==> config.mk <==
export PLATFORM = sky130hd
export DESIGN_NAME = tspin_alert_timer
export DESIGN_NICKNAME = d
export VERILOG_FILES = /design/src/rtl/tspin_alert_timer.sv
export SDC_FILE = /design/constraint.sdc
export NUM_CORES = 1
export LEC_CHECK = 0
export ABC_AREA = 1
export CORE_MARGIN = 2
export CORE_UTILIZATION = 49
export CTS_BUF_LIST = sky130_fd_sc_hd__clkbuf_4 sky130_fd_sc_hd__clkbuf_8
export DETAILED_ROUTE_END_ITERATION = 16
export PLACE_DENSITY = 0.77
export SLEW_MARGIN = 20
export SYNTH_ARGS = -nofsm -noshare
export SYNTH_HDL_FRONTEND = slang
export SYNTH_SLANG_ARGS = --single-unit
==> constraint.sdc <==
create_clock -name clk -period 1.1 [get_ports clk]
set_input_delay 0.165 -clock clk [delete_from_list [all_inputs] [get_ports clk]]
set_output_delay 0.165 -clock clk [all_outputs]
set_load 0.05 [all_outputs]
==> src/rtl/tspin_alert_timer.sv <==
`default_nettype none
// ============================================================================
// tspin_alert_timer: frame-aligned T-spin alert level with hold, retrigger
// and line-count latch. Optional blink enabled by macro TSPIN_BLINK_EN.
// Rev 1.0
// ============================================================================
module tspin_alert_timer #(
    parameter int HOLD_FRAMES  = 120,
    parameter int BLINK_FRAMES = 15
) (
    input  logic       clk,
    input  logic       rst_l,
    input  logic       frame_tick,
    input  logic       tspin_pulse,
    input  logic [2:0] lines_cleared,
    input  logic       alert_clear,
    output logic       tspin_detected,
    output logic [2:0] tspin_lines
);

    localparam int HW = $clog2(HOLD_FRAMES + 1);
    localparam logic [HW-1:0] HOLD_LOAD = HW'(HOLD_FRAMES);

    typedef enum logic {
        IDLE = 1'b0,
        SHOW = 1'b1
    } state_t;

    state_t        state, state_nx;
    logic          pending, pending_nx;
    logic [2:0]    pending_lines, pending_lines_nx;
    logic [HW-1:0] hold_cnt, hold_cnt_nx;
    logic [2:0]    lines_nx;
    logic          detected_nx;
    logic [2:0]    lines_sat;
    logic          commit;

    assign lines_sat = (lines_cleared > 3'd4) ? 3'd4 : lines_cleared;
    assign commit    = frame_tick & (pending | tspin_pulse);

    always_comb begin
        state_nx         = state;
        pending_nx       = pending;
        pending_lines_nx = pending_lines;
        hold_cnt_nx      = hold_cnt;
        lines_nx         = tspin_lines;
        if (alert_clear) begin
            state_nx         = IDLE;
            pending_nx       = 1'b0;
            pending_lines_nx = 3'd0;
            hold_cnt_nx      = '0;
            lines_nx         = 3'd0;
        end else if (commit) begin
            // A pulse on the tick itself wins over an older pending event.
            state_nx    = SHOW;
            hold_cnt_nx = HOLD_LOAD;
            lines_nx    = tspin_pulse ? lines_sat : pending_lines;
            pending_nx  = 1'b0;
        end else begin
            if (tspin_pulse) begin
                pending_nx       = 1'b1;
                pending_lines_nx = lines_sat;
            end
            if (frame_tick && state == SHOW) begin
                if (hold_cnt == HW'(1)) begin
                    state_nx    = IDLE;
                    hold_cnt_nx = '0;
                    lines_nx    = 3'd0;
                end else begin
                    hold_cnt_nx = hold_cnt - HW'(1);
                end
            end
        end
    end

    always_ff @(posedge clk) begin
        if (!rst_l) begin
            state          <= IDLE;
            pending        <= 1'b0;
            pending_lines  <= 3'd0;
            hold_cnt       <= '0;
            tspin_detected <= 1'b0;
            tspin_lines    <= 3'd0;
        end else begin
            state          <= state_nx;
            pending        <= pending_nx;
            pending_lines  <= pending_lines_nx;
            hold_cnt       <= hold_cnt_nx;
            tspin_detected <= detected_nx;
            tspin_lines    <= lines_nx;
        end
    end

`ifdef TSPIN_BLINK_EN
    localparam int BW = $clog2(BLINK_FRAMES + 1);
    localparam logic [BW-1:0] BLINK_LAST = BW'(BLINK_FRAMES - 1);

    logic          phase, phase_nx;
    logic [BW-1:0] blink_cnt, blink_cnt_nx;

    // Phase restarts high on every commit so a retrigger is always visible.
    always_comb begin
        phase_nx     = phase;
        blink_cnt_nx = blink_cnt;
        if (alert_clear || state_nx == IDLE) begin
            phase_nx     = 1'b1;
            blink_cnt_nx = '0;
        end else if (commit) begin
            phase_nx     = 1'b1;
            blink_cnt_nx = '0;
        end else if (frame_tick) begin
            if (blink_cnt == BLINK_LAST) begin
                phase_nx     = ~phase;
                blink_cnt_nx = '0;
            end else begin
                blink_cnt_nx = blink_cnt + BW'(1);
            end
        end
    end

    always_ff @(posedge clk) begin
        if (!rst_l) begin
            phase     <= 1'b1;
            blink_cnt <= '0;
        end else begin
            phase     <= phase_nx;
            blink_cnt <= blink_cnt_nx;
        end
    end

    assign detected_nx = (state_nx == SHOW) & phase_nx;
`else
    logic unused_blink_cfg;
    assign unused_blink_cfg = (BLINK_FRAMES > 0);
    assign detected_nx      = (state_nx == SHOW);
`endif

endmodule
`default_nettype wire

Yosys cells after proc, flatten, opt, wreduce, memory -nomap -nowiden
Cells that the tools add are included.
{"block": "word_totals", "reg_bits": 15, "latch_bits": 0, "ramBits": 0, "rom_bits": 0, "elab_cells": 29, "n_memories": 0}
{"block": "classes", "addsub": 1, "n_mul": 0, "div": 0, "n_lt_le_gt_ge": 1, "n_eq_ne": 1, "shifts": 0, "n_mux": 11, "bitwise": 3, "n_reduce_logical": 6}
{"op": "7-bit two-way mux", "n": 3}
{"op": "3-bit two-way mux", "n": 5}
{"op": "7-bit by 1-bit == test with 1-bit output (second input constant)", "n": 1}
{"op": "7-bit by 1-bit subtractor with 7-bit output (second input constant)", "n": 1}
{"op": "2-bit nonzero test", "n": 2}
{"op": "3-bit > comparator (second input constant)", "n": 1}
{"op": "1-bit two-way mux", "n": 3}
{"op": "3-bit OR reduction", "n": 1}
{"op": "2-bit AND reduction", "n": 1}
{"op": "2-bit OR reduction", "n": 1}
{"op": "1-bit AND", "n": 1}
{"op": "1-bit logical AND", "n": 1}
{"op": "1-bit inverter", "n": 1}
{"op": "1-bit OR", "n": 1}

Longest topological paths before layout
Gate-level depths: netlist of run 1.
{"block": "logic_depth", "depth_word": 4, "depth_mapped": 7, "depth_no_buf": 7}

Worst setup path after synthesis of run 1
Ideal clock, no wire load.
{"block": "synth_path", "path_kind": "reg2reg", "start": "register state", "end": "register hold_cnt[2]", "setup_ns": 0.116, "arrival_ns": 1.181, "slack_ns": -0.197, "stages_incl_launch_ff": 6, "path_buffers": 0, "synth_period_minus_slack_ns": 1.297, "path_cell_list": "dfxtp_1 nand2_4 inv_1 nand2_1 xor2_1 nor2_1"}
{"block": "synth_via", "elab_chain_cells": 1}
{"element": "start, declared", "line_no": "29", "text": "state_t state, state_nx;"}
{"element": "start signal, assigned", "line_no": "85", "text": "state <= state_nx;"}
{"element": "1-bit logical AND", "line_no": "64", "text": "if (frame_tick && state == SHOW) begin"}
{"element": "end signal, assigned", "line_no": "88", "text": "hold_cnt <= hold_cnt_nx;"}
{"element": "end, declared", "line_no": "32", "text": "logic [HW-1:0] hold_cnt, hold_cnt_nx;"}
Every way passes these cells.
A chain may end at the register's enable or synchronous reset.

Final worst setup path of run 1
{"block": "layout_path", "start": "register hold_cnt[1]", "end": "register hold_cnt[6]"}
{"block": "layout_via", "elab_chain_cells": 4}
{"element": "7-bit by 1-bit subtractor with 7-bit output or 7-bit by 1-bit == test with 1-bit output (tied branches)", "line_no": "70, 65"}
{"element": "7-bit two-way mux *", "line_no": "65", "text": "if (hold_cnt == HW'(1)) begin"}
{"element": "7-bit two-way mux *", "line_no": "64"}
{"element": "7-bit two-way mux *", "line_no": "53", "text": "end else if (commit) begin"}
Every way passes the cells marked *; elsewhere a longest branch is shown, timed or not. The select of a mux whose other input is x is not followed.

==> results of run 1 <==
==> flip-flops by register name, indices dropped and copies added, names as in the netlist <==
register / flops
hold_cnt: 7
pending: 1
pending_lines: 3
state: 1
tspin_lines: 3
==> metrics by stage <==
stage	hold WS, ps	setup slack (ps)	cell area (sq um)	util [%]	instances
after floorplan	284	12.2	778	-	102
after global placement	492	-258	1050	70.6	141
after detailed placement	505	-356	1050	70.6	141
after CTS	438	2.25	1140	76.5	148
after global routing	455	-65.0	1180	79.5	148
final	417	-11.7	1180	79.5	148
==> power breakdown <==
group	internal, mW	leakage, nW	switching [mW]
Sequential	0.559	0.124	0.0165
Clock	0.165	0.0184	0.169
Combinational	0.107	0.370	0.120
Total	0.831	0.513	0.306
==> cell families after synthesis <==
group,count (synthesis),share of synthesized area (%)
simple gates,49,32.7
compound gates,24,18.4
flops,15,38.6
buf+inv,11,5.96
fa+ha+maj,2,3.22
xor+xnor,1,1.13
==> layout make-up <==
cell class,count,area [sq um],share of cell area [%]
Tap cell,16,20.0,1.69
Timing Repair Buffer,26,277,23.4
Clock buffer,4,30.0,2.54
Inverter,11,48.8,4.12
Multi-Input combinational cell,76,500,42.3
Sequential cell,15,308,26.0
==> final timing paths <==
check	from	endpoint	slack [ps]	cells past startpoint
setup reg to reg	hold_cnt[1]	hold_cnt[6]	-10	7
hold reg to reg	tspin_lines[2]	tspin_lines[2]	520	2
hold / removal	frame_tick	pending_lines[2]	420	4
setup / recovery	hold_cnt[1]	hold_cnt[6]	-10	7
==> layer usage <==
metal	GRT usage [%]	up-vias	wire length [um]
met5	0	-	0
met2	43.5	17	1140
li1	-	397	-
met3	2.50	2	63
met1	22.9	393	787
met4	5.45	0	9
==> layout by cell type, fill, tap and decap left out, drive strengths merged, types with 2 or more instances in the layout <==
cell type and count:
nand4 2, a21oi 13, nor2 19, inv 11, ha 2, dfxtp 15
nand3 9, buf 19, o21ai 7, nand2 19, clkdlybuf4s50 5, a31oi 2
clkbuf 4
==> repair_timing <==
action                                  CTS  global route
pin swaps                                 6             6
resized for setup                        12            11
buffers inserted                          3             0
hold endpoints to repair                  0             0
endpoints found under the setup margin   12            10
==> worst min-delay path: cells and delay by family <==
family	cells	cell delay, ps
AO/OA/AOI/OAI	2	230
buffers and inverters	1	180
AND/OR/NAND/NOR	1	80
==> results.md, run 1 <==
* Outcome: complete, but fails checks
* Violated checks: setup timing
* Largest cells by area after synthesis: dfxtp_1 39%, a21oi_1 8.4%, nand2_1 7.7%
* Count leader, synth: nand2_1
* Cell Pwr Density at 960 nW/um^2
* Cell chain of the critical path: inv_4, ha_4, nand2_4, nor2_4, nor2_4, nand3_2, a21oi_2
* Sink Count at 15
* Worst clock skew at 7.96 ps
* Antenna diodes at 0
* Post-synth EDFFs at 0
* Layout area overhead at 52.3%
* Core Box Area at 1490 sq um
* Post-DP HPWL at 1410 um
* Clk slew on worst S/H paths at 90 ps
* Slowest CP cell: dfxtp_2
* Syn_area_per_cell at 7.62 sq um
* Worst slew margin at 82.1%
* Kind of cell adding the most delay to the critical path: flip-flops
* Drt total wl at 2000 um
* Crit path buf inv count at 1
* Longest Clk Path Bufs at 2
* Critical path class: flip-flop to flip-flop
* Post-Syn Nets at 112
* Crit. End Element: flip-flop
* RSZ-0062 raised after global routing: true
* Worst Path Required at 1300 ps
* H-tree depth at 1
* Vias in the first global route at 810
* Std-Cell Rows at 14
* Max-Cap Viols at 0
* GPL Wtd Cong at 0.803
* Die Width at 43.8 um
* Maximum clock frequency at 0.899 GHz
* Root Driver: clkbuf_4
* Number of CTS-inserted buffers at 3
* Synth top cells by count: 16 x nand2_1, 15 x dfxtp_1, 14 x nor2_1, 13 x a21oi_1
* Vias at 809
* # IOs at 12
* Final setup margin at -11.7 ps
* Leak at 0.513 nW
* Starting Density at 52.2%
* Post-route ant nets at 0
* Tightest Pin Transition at 268 ps
* Synth cell types at 23
* Yosys reg bits at 15
* Top-area cell type share of the netlist area at 38.6%
* Crit start category: flip-flop
* Via density at 5.47
* Power Total at 1.14 mW
* Total gr overflow at 0
* Largest stage delay, worst path at 370 ps
* First-pass GRT wire length at 3170 um
* Clock latency on the worst-skew pair at 270 ps
* Share of post-route cells with drive strength above 1 at 37.9%
* Crit path max fanout at 5
* Largest net degree at the start of global routing at 10
* All-layer global routing usage at 21.6%
* Drt pass-1 iters at 4
* Synth warn at 0
* Post-Synthesis Cells at 102
* FILL cells at 104
* Final period utilization at 101%
* Register area share after synthesis at 38.6%
* VDD IR-drop max at 0.000750 V
* Max Slew Vio Count at 0
* Die H at 43.8 um
* Iter 0 DRT Violations at 21
* CTS tree: built
* Number of port buffers at 11
* Post-DR wirelength/cell at 13.5 um
* Crit path DAT at 1310 ps
* Hold Violations, Final at 0
* Final net count at 143
* DR DRC count at 0
* Initial antenna violation count at 0
* Hold buffers post-CTS at 0
* Ys flop type: dfxtp_1
* Ys async rst share at 0%
* Crit path time final at 1110 ps
* Worst Hold Class: input pin to flip-flop
* Setup violators final at 2
* Die ar. at 1920 sq um
* CP dominant cell by count: nor2_4
* Yosys top cell by area: dfxtp_1
* Mapped Area at 777 sq um
* Setup TNS at -16.0 ps
(Power assumes the default switching activity.)
==> run 2, diff against run 1 <==
Settings changed: CORE_UTILIZATION 49 to 58, PLACE_DENSITY 0.77 to 0.85.
Clock period 1.1 ns to 1.4 ns, I/O delays scaled along.
==> run 2 against run 1 <==
Effect of this change:
- largest power group unchanged
- critical path depth shrank 1
- global-route usage grew 0.26 points
- core utilization shrank 0.80 points
- hold slack gained 91 ps
- the flow now finishes without violations
- critical path type unchanged
- routed wire length shrank 26%
==> results.md, run 2 (synthesized netlist as in run 1, its figures left out) <==
* Std-Cell Rows at 13 (-1)
* Non-filler instance count after layout at 135 (-8.8%)
* Post-DR wirelength/cell at 11.0 um (-19%)
* Worst slew margin at 79.5% (-2.5 points)
* CP dominant cell by count: nand3_1
* Drt total wl at 1490 um (-26%)
* Cell chain of the critical path: inv_1, ha_1, nand3_1, nand2_1, nand3_1, a21oi_1
* Post_cts resized at 0 (-12)
* Critical path class: flip-flop to flip-flop
* Setup TNS at 0 ps (+16.0 ps)
* Worst Path Required at 1610 ps (+310 ps)
* Root Driver: clkbuf_4
* Crit path time final at 1210 ps (+95.7 ps)
* Final net count at 131 (-8.4%)
* Maximum clock frequency at 0.828 GHz (-7.9%)
* Post-DP HPWL at 1230 um (-13%)
* CTS tree: built
* NetSw at 0.217 mW (-29%)
* Post-Place Cells at 131 (-7.1%)
* Total gr overflow at 0 (unchanged)
* Clock power share at 30.1% (+0.7 points)
* H-tree depth at 1 (unchanged)
* Worst Hold Class: flip-flop to flip-flop
* Final period utilization at 86.2% (-15 points)
* Antenna diodes at 0 (unchanged)
* Post-route ant nets at 0 (unchanged)
* Max FFs per register at 7 (unchanged)
* Power Total at 0.850 mW (-25%)
* Largest stage delay, worst path at 330 ps (-40 ps)
* Commonest non-fill, non-tap cell in the layout: nand2_1
* Die H at 40.6 um (-7.3%)
* Clock latency on the worst-skew pair at 270 ps (about the same)
* Most flops, register: hold_cnt
* Multi-input logic area at 430 sq um (-14%)
* FILL cells at 91 (-13%)
* Cell internal pwr at 0.633 mW (-24%)
* Vias at 728 (-10%)
* Iter 0 DRT Violations at 18 (-14%)
* Tightest Pin Transition at 306 ps (+37.8 ps)
* Layout area overhead at 28.5%
* Slowest CP cell: dfxtp_1
* Clk slew on worst S/H paths at 80 ps (about the same)
* Share of post-route cells with drive strength above 1 at 19.2% (-19 points)
* Post-layout util at 78.7% (-0.80 points)
* Hold Violations, Final at 0 (unchanged)
* Number of port buffers at 11 (unchanged)
* Number of CTS-inserted buffers at 3 (unchanged)
* Crit path max fanout at 6 (+1)
* Longest Clk Path Bufs at 2 (unchanged)
* First-pass GRT wire length at 2330 um (-27%)
* VDD IR-drop max at 0.000691 V (-7.9%)
* Die Width at 40.6 um (-7.3%)
* Crit. End Element: flip-flop
* Core Box Area at 1270 sq um (-15%)
* Switching Share at 25.5% (-1.4 points)
* Reg area at 300 sq um (-2.4%)
* Postcts setup bufs at 0 (-3)
* Setup violators final at 0 (-2)
* Flop pwr share at 53.3% (+2.7 points)
* Cell Pwr Density at 851 nW/um^2 (-11%)
* # IOs at 12 (unchanged)
* GPL Wtd Cong at 0.735 (-8.5%)
* All-layer global routing usage at 21.8% (+0.26 points)
* Sink Count at 15 (unchanged)
* Via density at 5.39 (-1.3%)
* WHS at 508 ps (+90.7 ps)
* Crit path DAT at 1420 ps (+110 ps)
* Crit start category: flip-flop
* Commonest cells after routing, fill and taps aside: 16 x nand2_1, 15 x dfxtp_1, 14 x nor2_1
* DR DRC count at 0 (unchanged)
* Max-Cap Viols at 0 (unchanged)
* Die ar. at 1650 sq um (-14%)
* Vias in the first global route at 614 (-24%)
* Leak at 0.412 nW (-20%)
* Largest regs: hold_cnt x7, pending_lines x3, tspin_lines x3
* Worst clock skew at 1.57 ps (-6.39 ps)
* Drt pass-1 iters at 4 (unchanged)
* Comb pwr share at 16.7% (-3.3 points)
* Max Slew Vio Count at 0 (unchanged)
* RSZ-0062 raised after global routing: false
* Largest net degree at the start of global routing at 10 (unchanged)
* Hold buffers post-CTS at 0 (unchanged)
* Initial antenna violation count at 0 (unchanged)
* Starting Density at 61.2% (+9.1 points)
* Outcome: complete, no violations
[run 2: cell count changes in the layout (fill, tap and decap cells not counted), sizes merged]
cell and delta:
dlymetal6s2s -1, dlygate4sd2 -1, clkdlybuf4s50 +2, buf -12
[run 2: through the flow]
stage / cell area (sq um) / setup WS (ps)
after detailed placement: 968 / -50.6
final: 998 / 193
after global placement: 968 / 2.81
after floorplan: 777 / 103
after global routing: 998 / 91.1
after CTS: 998 / 176
[run 2: final cells by class]
class | instances | area share [%]
multi-input cells | 76 | 43.1
flip-flops and latches | 15 | 30.1
repair buffers | 14 | 17.3
inverters | 11 | 4.64
clock buffers | 4 | 3.01
well taps | 15 | 1.88
[run 2: power groups by stage]
stage | combinational (mW) | sequential [mW] | clock [mW]
final | 0.142 | 0.453 | 0.256
after global routing | 0.156 | 0.454 | 0.282
after CTS | 0.143 | 0.452 | 0.261
after detailed placement | 0.142 | 0.462 | 0
after global placement | 0.137 | 0.462 | 0
after floorplan | 0.0801 | 0.468 | 0
[run 2: worst paths after layout]
check | endpoint | cells past startpoint | start | slack, ps
hold / removal | hold_cnt[0] | 2 | hold_cnt[0] | 510
hold reg to reg | hold_cnt[0] | 2 | hold_cnt[0] | 510
setup / recovery | hold_cnt[6] | 6 | hold_cnt[0] | 190
setup reg to reg | hold_cnt[6] | 6 | hold_cnt[0] | 190
[run 2: critical path: cells and delay by family, from the launching register on]
family,cells,cell delay (ps)
simple gates,3,240
buf+inv,1,160
compound gates,1,120
flops,1,330
fa+ha+maj,1,290
[run 2: routing by layer]
metal | global-route usage [%] | wire (um)
met5 | 0 | 0
met4 | 9.17 | 31
met3 | 5.56 | 43
met2 | 41.3 | 794
met1 | 22.0 | 618
